### config.mk
export PLATFORM = sky130hd
export DESIGN_NAME = score_text_ctrl
export DESIGN_NICKNAME = d
export VERILOG_FILES = /design/src/rtl/hud_font_pkg.sv /design/src/rtl/bin2bcd_seq.sv /design/src/rtl/score_text_ctrl.sv
export SDC_FILE = /design/constraint.sdc
export NUM_CORES = 1
export LEC_CHECK = 0
export CORE_MARGIN = 2
export CORE_UTILIZATION = 45
export CTS_CLUSTER_SIZE = 28
export DETAILED_ROUTE_END_ITERATION = 7
export PLACE_DENSITY = 0.77
export SYNTH_ARGS = -nofsm -noshare
export SYNTH_HDL_FRONTEND = slang
export SYNTH_SLANG_ARGS = --single-unit
### constraint.sdc
create_clock -name Clk -period 5.04 [get_ports Clk]
set_input_delay 0.756 -clock Clk [delete_from_list [all_inputs] [get_ports Clk]]
set_output_delay 0.756 -clock Clk [all_outputs]
set_load 0.05 [all_outputs]
### src/rtl/hud_font_pkg.sv
// Glyph codes, text box geometry and conversion FSM states shared by the HUD score text block.
package hud_font_pkg;

  localparam logic [3:0] GLY_0     = 4'd0;
  localparam logic [3:0] GLY_1     = 4'd1;
  localparam logic [3:0] GLY_2     = 4'd2;
  localparam logic [3:0] GLY_3     = 4'd3;
  localparam logic [3:0] GLY_4     = 4'd4;
  localparam logic [3:0] GLY_5     = 4'd5;
  localparam logic [3:0] GLY_6     = 4'd6;
  localparam logic [3:0] GLY_7     = 4'd7;
  localparam logic [3:0] GLY_8     = 4'd8;
  localparam logic [3:0] GLY_9     = 4'd9;
  localparam logic [3:0] GLY_COLON = 4'd10;
  localparam logic [3:0] GLY_S     = 4'd11;
  localparam logic [3:0] GLY_C     = 4'd12;
  localparam logic [3:0] GLY_O     = 4'd13;
  localparam logic [3:0] GLY_R     = 4'd14;
  localparam logic [3:0] GLY_E     = 4'd15;

  localparam int unsigned TEXT_W  = 80;
  localparam int unsigned TEXT_H  = 16;
  localparam int unsigned BCD_MAX = 9999;

  typedef enum logic [1:0] {IDLE, SHIFT, DONE} conv_state_e;

  // Double-dabble correction: any BCD nibble >= 5 gets +3 before the left shift.
  function automatic logic [15:0] dabble_adjust(input logic [15:0] bcd);
    logic [15:0] res;
    res = bcd;
    for (int i = 0; i < 4; i++) begin
      if (res[4*i +: 4] >= 4'd5) res[4*i +: 4] = res[4*i +: 4] + 4'd3;
    end
    return res;
  endfunction

endpackage

### src/rtl/bin2bcd_seq.sv
// Sequential binary-to-BCD converter: one double-dabble step per clock, saturating at 9999.
module bin2bcd_seq
  import hud_font_pkg::*;
#(
  parameter int unsigned W = 14
) (
  input  logic         clk,
  input  logic         rst_n,
  input  logic         start,
  input  logic [W-1:0] bin,
  output logic         busy,
  output logic         done,
  output logic [15:0]  bcd
);

  localparam int unsigned CntW = $clog2(W + 1);
  localparam logic [CntW-1:0] CntLast = CntW'(W);

  conv_state_e    state_q, state_d;
  logic [W-1:0]   sh_q, sh_d;
  logic [15:0]    bcd_q, bcd_d;
  logic [CntW-1:0] cnt_q, cnt_d;
  logic [W-1:0]   bin_sat;
  logic [W+15:0]  step;

  always_comb begin
    bin_sat = (32'(bin) > BCD_MAX) ? W'(BCD_MAX) : bin;
    step    = {dabble_adjust(bcd_q), sh_q} << 1;
    state_d = state_q;
    sh_d    = sh_q;
    bcd_d   = bcd_q;
    cnt_d   = cnt_q;
    unique case (state_q)
      IDLE: begin
        if (start) begin
          sh_d    = bin_sat;
          bcd_d   = '0;
          cnt_d   = '0;
          state_d = SHIFT;
        end
      end
      // The cycle that finds all W steps done moves on, so busy spans W+2 cycles.
      SHIFT: begin
        if (cnt_q == CntLast) begin
          state_d = DONE;
        end else begin
          bcd_d = step[W+15:W];
          sh_d  = step[W-1:0];
          cnt_d = cnt_q + 1'b1;
        end
      end
      DONE:    state_d = IDLE;
      default: state_d = IDLE;
    endcase
  end

  always_ff @(posedge clk or negedge rst_n) begin
    if (!rst_n) begin
      state_q <= IDLE;
      sh_q    <= '0;
      bcd_q   <= '0;
      cnt_q   <= '0;
    end else begin
      state_q <= state_d;
      sh_q    <= sh_d;
      bcd_q   <= bcd_d;
      cnt_q   <= cnt_d;
    end
  end

  assign busy = (state_q != IDLE);
  assign done = (state_q == DONE);
  assign bcd  = bcd_q;

endmodule

### src/rtl/score_text_ctrl.sv
// Draws "SCORE:dddd" from an external glyph ROM; score digits commit only at frame start.
module score_text_ctrl
  import hud_font_pkg::*;
#(
  parameter int unsigned X0         = 16,
  parameter int unsigned Y0         = 8,
  parameter int unsigned SCORE_W    = 14,
  parameter bit          LEAD_BLANK = 1'b1
) (
  input  logic               Clk,
  input  logic               Reset_n,
  input  logic [SCORE_W-1:0] score,
  input  logic               score_valid,
  input  logic               frame_start,
  input  logic [9:0]         DrawX,
  input  logic [9:0]         DrawY,
  output logic [7:0]         font_addr,
  input  logic [7:0]         font_data,
  output logic               pixel_on,
  output logic               busy
);

  logic               req_q;
  logic [SCORE_W-1:0] req_val_q;
  logic               conv_busy, conv_done, conv_start;
  logic [SCORE_W-1:0] conv_val;
  logic [15:0]        conv_bcd;
  logic [15:0]        shadow_q, disp_q;
  logic               pending_q;

  // A fresh strobe always beats a buffered request.
  assign conv_start = (score_valid | req_q) & ~conv_busy;
  assign conv_val   = score_valid ? score : req_val_q;
  assign busy       = conv_busy;

  bin2bcd_seq #(
    .W (SCORE_W)
  ) u_bin2bcd (
    .clk   (Clk),
    .rst_n (Reset_n),
    .start (conv_start),
    .bin   (conv_val),
    .busy  (conv_busy),
    .done  (conv_done),
    .bcd   (conv_bcd)
  );

  always_ff @(posedge Clk or negedge Reset_n) begin
    if (!Reset_n) begin
      req_q     <= 1'b0;
      req_val_q <= '0;
    end else if (score_valid && conv_busy) begin
      req_q     <= 1'b1;
      req_val_q <= score;
    end else if (conv_start) begin
      req_q     <= 1'b0;
    end
  end

  // A DONE coinciding with frame_start wins; the commit waits for the next frame.
  always_ff @(posedge Clk or negedge Reset_n) begin
    if (!Reset_n) begin
      shadow_q  <= '0;
      disp_q    <= '0;
      pending_q <= 1'b0;
    end else if (conv_done) begin
      shadow_q  <= conv_bcd;
      pending_q <= 1'b1;
    end else if (frame_start && pending_q) begin
      disp_q    <= shadow_q;
      pending_q <= 1'b0;
    end
  end

  logic [9:0] dx, dy;
  logic       in_box, hide, blank3, blank2, blank1;
  logic [3:0] slot, code;
  logic [7:0] addr_d, addr_q;
  logic [2:0] col_d, col_q;
  logic       vis_d, vis_q;
  logic       pix_q;

  always_comb begin
    dx     = DrawX - 10'(X0);
    dy     = DrawY - 10'(Y0);
    in_box = (DrawX >= 10'(X0)) && (dx < 10'(TEXT_W)) &&
             (DrawY >= 10'(Y0)) && (dy < 10'(TEXT_H));
    slot   = dx[6:3];
    blank3 = LEAD_BLANK && (disp_q[15:12] == 4'd0);
    blank2 = blank3 && (disp_q[11:8] == 4'd0);
    blank1 = blank2 && (disp_q[7:4] == 4'd0);
    code   = GLY_0;
    hide   = 1'b0;
    case (slot)
      4'd0: code = GLY_S;
      4'd1: code = GLY_C;
      4'd2: code = GLY_O;
      4'd3: code = GLY_R;
      4'd4: code = GLY_E;
      4'd5: code = GLY_COLON;
      4'd6: begin code = disp_q[15:12]; hide = blank3; end
      4'd7: begin code = disp_q[11:8];  hide = blank2; end
      4'd8: begin code = disp_q[7:4];   hide = blank1; end
      4'd9: code = disp_q[3:0];
      default: code = GLY_0;
    endcase
    addr_d = in_box ? {code, dy[3:0]} : 8'd0;
    col_d  = in_box ? dx[2:0] : 3'd0;
    vis_d  = in_box & ~hide;
  end

  always_ff @(posedge Clk or negedge Reset_n) begin
    if (!Reset_n) begin
      addr_q <= '0;
      col_q  <= '0;
      vis_q  <= 1'b0;
      pix_q  <= 1'b0;
    end else begin
      addr_q <= addr_d;
      col_q  <= col_d;
      vis_q  <= vis_d;
      pix_q  <= vis_q & font_data[3'd7 - col_q];
    end
  end

  assign font_addr = addr_q;
  assign pixel_on  = pix_q;

endmodule
Word-level counts from Yosys, hierarchy flattened. Index checks and enable logic that the tools add are counted.

Logic and storage cells: 100. Output and inout port bits: 10. Bits in registers: 97.

Bitwise logic cells: 7. Reductions and logical operators: 19. Order comparisons: 10. Add/sub/neg operators: 8. Multiplexer cells: 28. Equality and inequality tests: 15.

Operator list (count): 14-bit two-way mux (4); 4-bit case mux with 10 select lines (1); 16-bit two-way mux (2); 16-bit case mux with 2 select lines (1); 14-bit case mux with 2 select lines (1); 4-bit two-way mux (5); 4-bit by 3-bit == test with 1-bit output, second input constant (4); 4-bit by 3-bit >= comparator with 1-bit output, second input constant (4); 4-bit logical NOT (4); 14-bit greater-than comparator, second input constant (1); 4-bit by 2-bit adder with 4-bit output, second input constant (3); 4-bit == test, second input constant (3); 10-bit by 4-bit >= comparator with 1-bit output, second input constant (1); 10-bit by 5-bit >= comparator with 1-bit output, second input constant (1); 10-bit by 5-bit less-than comparator with 1-bit output, second input constant (1); 10-bit by 7-bit less-than comparator with 1-bit output, second input constant (1); 10-bit by 4-bit subtractor with 10-bit output, second input constant (1); 10-bit by 5-bit subtractor with 10-bit output, second input constant (1); 4-bit by 2-bit == test with 1-bit output, second input constant (2); 8-bit two-way mux (1); 4-bit case mux with 2 select lines (1); 2-bit nonzero test (4); 1-bit logical AND (7); 3-bit two-way mux (2); 20 further kinds (31).

Longest topological paths before layout.
Word-level depth: 6. Mapped depth: 8. Mapped depth without buffers: 7.

Hierarchy. A second synthesis with hierarchy kept.

Cells, all modules: 425. Area total of the unflattened synthesis: 4828.4 µm².

Modules (own cells, without submodules): score_text_ctrl (seq. area each 1526.5 µm², area an instance 2936.6 µm², times used 1, cells each 228); bin2bcd_seq (seq. area each 900.9 µm², area an instance 1891.8 µm², times used 1, cells each 197).

Worst setup path after synthesis. Ideal clock, no wire load.

Path type: in2reg. Start: input DrawX[4]. End: register addr_q[6] (netlist: font_addr[6]). Setup slack: 2.646 ns. Data required time: 4.929 ns. Buffers on the path: 1. Arrival: 2.282 ns. Stages: 7. Cells stage by stage: clkbuf_1 inv_1 ha_1 xor2_2 nand2_1 a32o_1 a2111oi_2.

Cells in the longest elaborated chain, start to end: 6. Elaborated cells on any way between the ends: 18. Those cells by class: 1 x add/sub; 2 x order compare; 9 x eq/ne; 2 x mux; 4 x reduce/logical.

RTL lines: start, declared (line score_text_ctrl.sv:15) `input logic [9:0] DrawX,`; 10-bit by 5-bit subtractor with 10-bit output (line score_text_ctrl.sv:84) `dx = DrawX - 10'(X0);`; 10-bit by 7-bit less-than comparator with 1-bit output (line score_text_ctrl.sv:86) `in_box = (DrawX >= 10'(X0)) && (dx < 10'(TEXT_W)) &&`; 1-bit logical AND (2 in a row) (line score_text_ctrl.sv:86); 1-bit logical AND (line score_text_ctrl.sv:87) `(DrawY >= 10'(Y0)) && (dy < 10'(TEXT_H));`; 8-bit two-way mux * (line score_text_ctrl.sv:107) `addr_d = in_box ? {code, dy[3:0]} : 8'd0;`; named net addr_d[6] (line score_text_ctrl.sv:78) `logic [7:0] addr_d, addr_q;`; end signal, assigned (line score_text_ctrl.sv:119) `addr_q <= addr_d;`; end, declared (line score_text_ctrl.sv:78).

The timed path passes the listed nets; every way through them passes the cells marked *. A chain may end at the register's enable or synchronous reset.

Worst setup path in the final report. Ends and elaborated chain as after synthesis.

==> metrics <==
Die ar. 11560 µm²; CP endpoint kind flip-flop; count leader, synth dfrtp_1; WP data required between 5 and 6 ns; Clock Tree Root clkbuf_8; Rel. slew slack around two fifths; Initial DRT Pass Iterations 4; synth cell count leaders 97 x dfrtp_1, 45 x mux2_2, 29 x nor2_1, 28 x nand2_1, 23 x mux2i_1; Synth Area in Compound Gates 11.78%; routability cong. 1.041; Synth Area in Adders under 10%; fin crit share 55.33%; placed cells roughly 600; Synth Area in XOR/XNOR 2.880%; TritonCTS sink count 97; register area share after synthesis 50.34%; post-route antenna net violation count 0; Power, Total 2.577 mW; Leakage 2.582 nW; Main synth FF type dfrtp_1; maximum clock insertion buffer count 2; status completed; CP max stage cell clkdlybuf4s50_1; Pwr Density 450.3 nW/µm²; final hold violations 0; Tot GR Track Use between 15 and 20%; max_cap viols 0; number of flops mapped to enable cells by yosys 0; top cell type's share of synthesized area between 50% and 60%; Area Overhead vs Synth 18.68%; Synth Warn # 0; via count roughly 3400; die height 107.5 µm; Avg Inst Size Synth 11.29 µm²; per-cell routed wire length 14.76 µm; Final min period between 2 and 3 ns; Clock Pin Slew Worst Setup and Hold Paths ~0.090 ns; global-route wire length before repair 15640 µm; fin nets ~540; max frequency roughly 360 MHz; cell taking the most area after synthesis dfrtp_1; ANT cells 0; Post-CTS Hold Fix Bufs 0; Hold Slack 0.4292 ns; Mapped Nets 489; main combinational cell family by area after synthesis multiplexers; Yosys reg bits 97; antenna violations before repair 0; Vias/cell 5.431; CP cell instances clkdlybuf4s50_1 -> inv_1 -> ha_1 -> xor2_2 -> nand2_1 -> a32o_1 -> a2111oi_2; count of cell types in the netlist 52; arrival time worst endpoint a little over 3 ns; setup violators final 0; fillcell total 899; FP Rows 37; non-filler cells, final 620; pre-CTS worst setup slack 1.919 ns; max incr delay on CP 0.80 ns; critical path peak fanout 15; largest net degree at the start of global routing 58; H-tree levels 3; overall die width between 100 and 150 µm; Detailed Route Iter0 Violations 81; WS Path Type in2reg; maximum vdd ir drop 0.0002399 V; Initial Util 46.50%; final wirelength a little over 9000 µm; CP startpoint kind input port; Slew @ Worst Pin 0.9040 ns; Syn Inst Count 427; Post-synth ARST share between 90% and 100%; dpl hpwl 6605 µm; clk_skew 0.01227 ns; I/O Buffers 55; clk_lat worst skew 0.37 ns; Worst Hold Class in2async; synthesized area 4822 µm²; post-CTS setup buffers 0; drt drc 0; GRT overflow 0; Setup TNS 0 ns; fraction of layout cells with a size suffix above 1 16.74%; number of global-route vias before repair ~3400; number of CTS-inserted buffers 9; top post-synthesis cells by area dfrtp_1 50%, mux2_2 11%, mux2i_1 4.8%; TritonCTS clock tree yes; IO Pins 56; unrepaired setup endpoints after global routing no; simple-gate portion of the synthesized area 11.49%; final worst setup slack 2.251 ns; post-cts sizing count 0; Pins Over Slew Limit 0; mux contribution to synthesized area 16.22%; core area 10370 µm²
sequential cells by signal, summed over array words and instances (netlist names):
name and flops:
col_q 3, disp_q 16, font_addr 8, pending_q 1, pixel_on 1, req_q 1
req_val_q 14, shadow_q 16, u_bin2bcd.bcd 16, u_bin2bcd.cnt_q 4, u_bin2bcd.sh_q 14, u_bin2bcd.state_q 2
vis_q 1
worst paths after layout:
check	startpoint	endpoint	slack, ns	cells after the start
setup reg to reg	u_bin2bcd.state_q[0]	disp_q[3]	2.68	3
hold / removal	Reset_n	disp_q[5]	0.43	1
hold reg to reg	shadow_q[1]	shadow_q[1]	0.48	2
max in group asynchronous	Reset_n	u_bin2bcd.sh_q[8]	3.62	2
min in group Clk	shadow_q[1]	shadow_q[1]	0.48	2
setup / recovery	DrawX[4]	font_addr[6]	2.25	7
metal layers:
layer,up-vias,track usage (%),part of all wire [%]
li1,1638,-,-
met1,1618,21.08,43
met2,99,29.25,50
met3,12,2.966,5.0
met4,0,6.502,1.7
met5,-,0,0
cell families after synthesis:
| family | Yosys count |
|---|---|
| simple gates | 110 |
| buf+inv | 37 |
| fa+ha+maj | 16 |
| flops | 97 |
| mux | 70 |
| xor+xnor | 15 |
| compound gates | 82 |
worst max-delay path, delay by kind of cell:
family                   cells  cell delay, ns
buffers and inverters        2            0.90
AO/OA/AOI/OAI                2            0.65
XOR/XNOR                     1            0.34
adder cells (fa/ha/maj)      1            0.31
AND/OR/NAND/NOR              1            0.09
cell usage in the layout, fill, tap and decap left out, types with 16 or more instances in the layout:
cell type	synthesis	layout
nor2_1	29	29
ha_1	16	16
nand2_1	28	28
clkdlybuf4s50_1	0	54
mux2_2	45	45
inv_1	18	18
o21ai_0	20	20
mux2i_1	23	23
dfrtp_1	97	97
a21oi_1	20	20
power breakdown:
group | switching (mW) | leakage [nW] | total (mW) | internal (mW)
combinational | 0.444 | 1.22 | 0.862 | 0.418
sequential | 0.154 | 1.25 | 1.14 | 0.990
clock | 0.266 | 0.115 | 0.571 | 0.305
total | 0.864 | 2.58 | 2.58 | 1.71
per-stage QoR:
step,instance area (µm²),util (%)
after floorplan,4822,-
after global placement,5494,52.98
after detailed placement,5494,52.98
after CTS,5723,55.19
after global routing,5723,55.19
final,5723,55.19
final cells by class:
| class | instances | area, µm² | area share [%] |
|---|---|---|---|
| Sequential cell | 97 | 2427 | 42.41 |
| Inverter | 18 | 67.56 | 1.181 |
| Multi-Input combinational cell | 293 | 2243 | 39.20 |
| Clock inverter | 5 | 77.57 | 1.355 |
| Tap cell | 136 | 170.2 | 2.973 |
| Timing Repair Buffer | 60 | 585.6 | 10.23 |
| Clock buffer | 11 | 151.4 | 2.645 |
(Power assumes the default switching activity.)
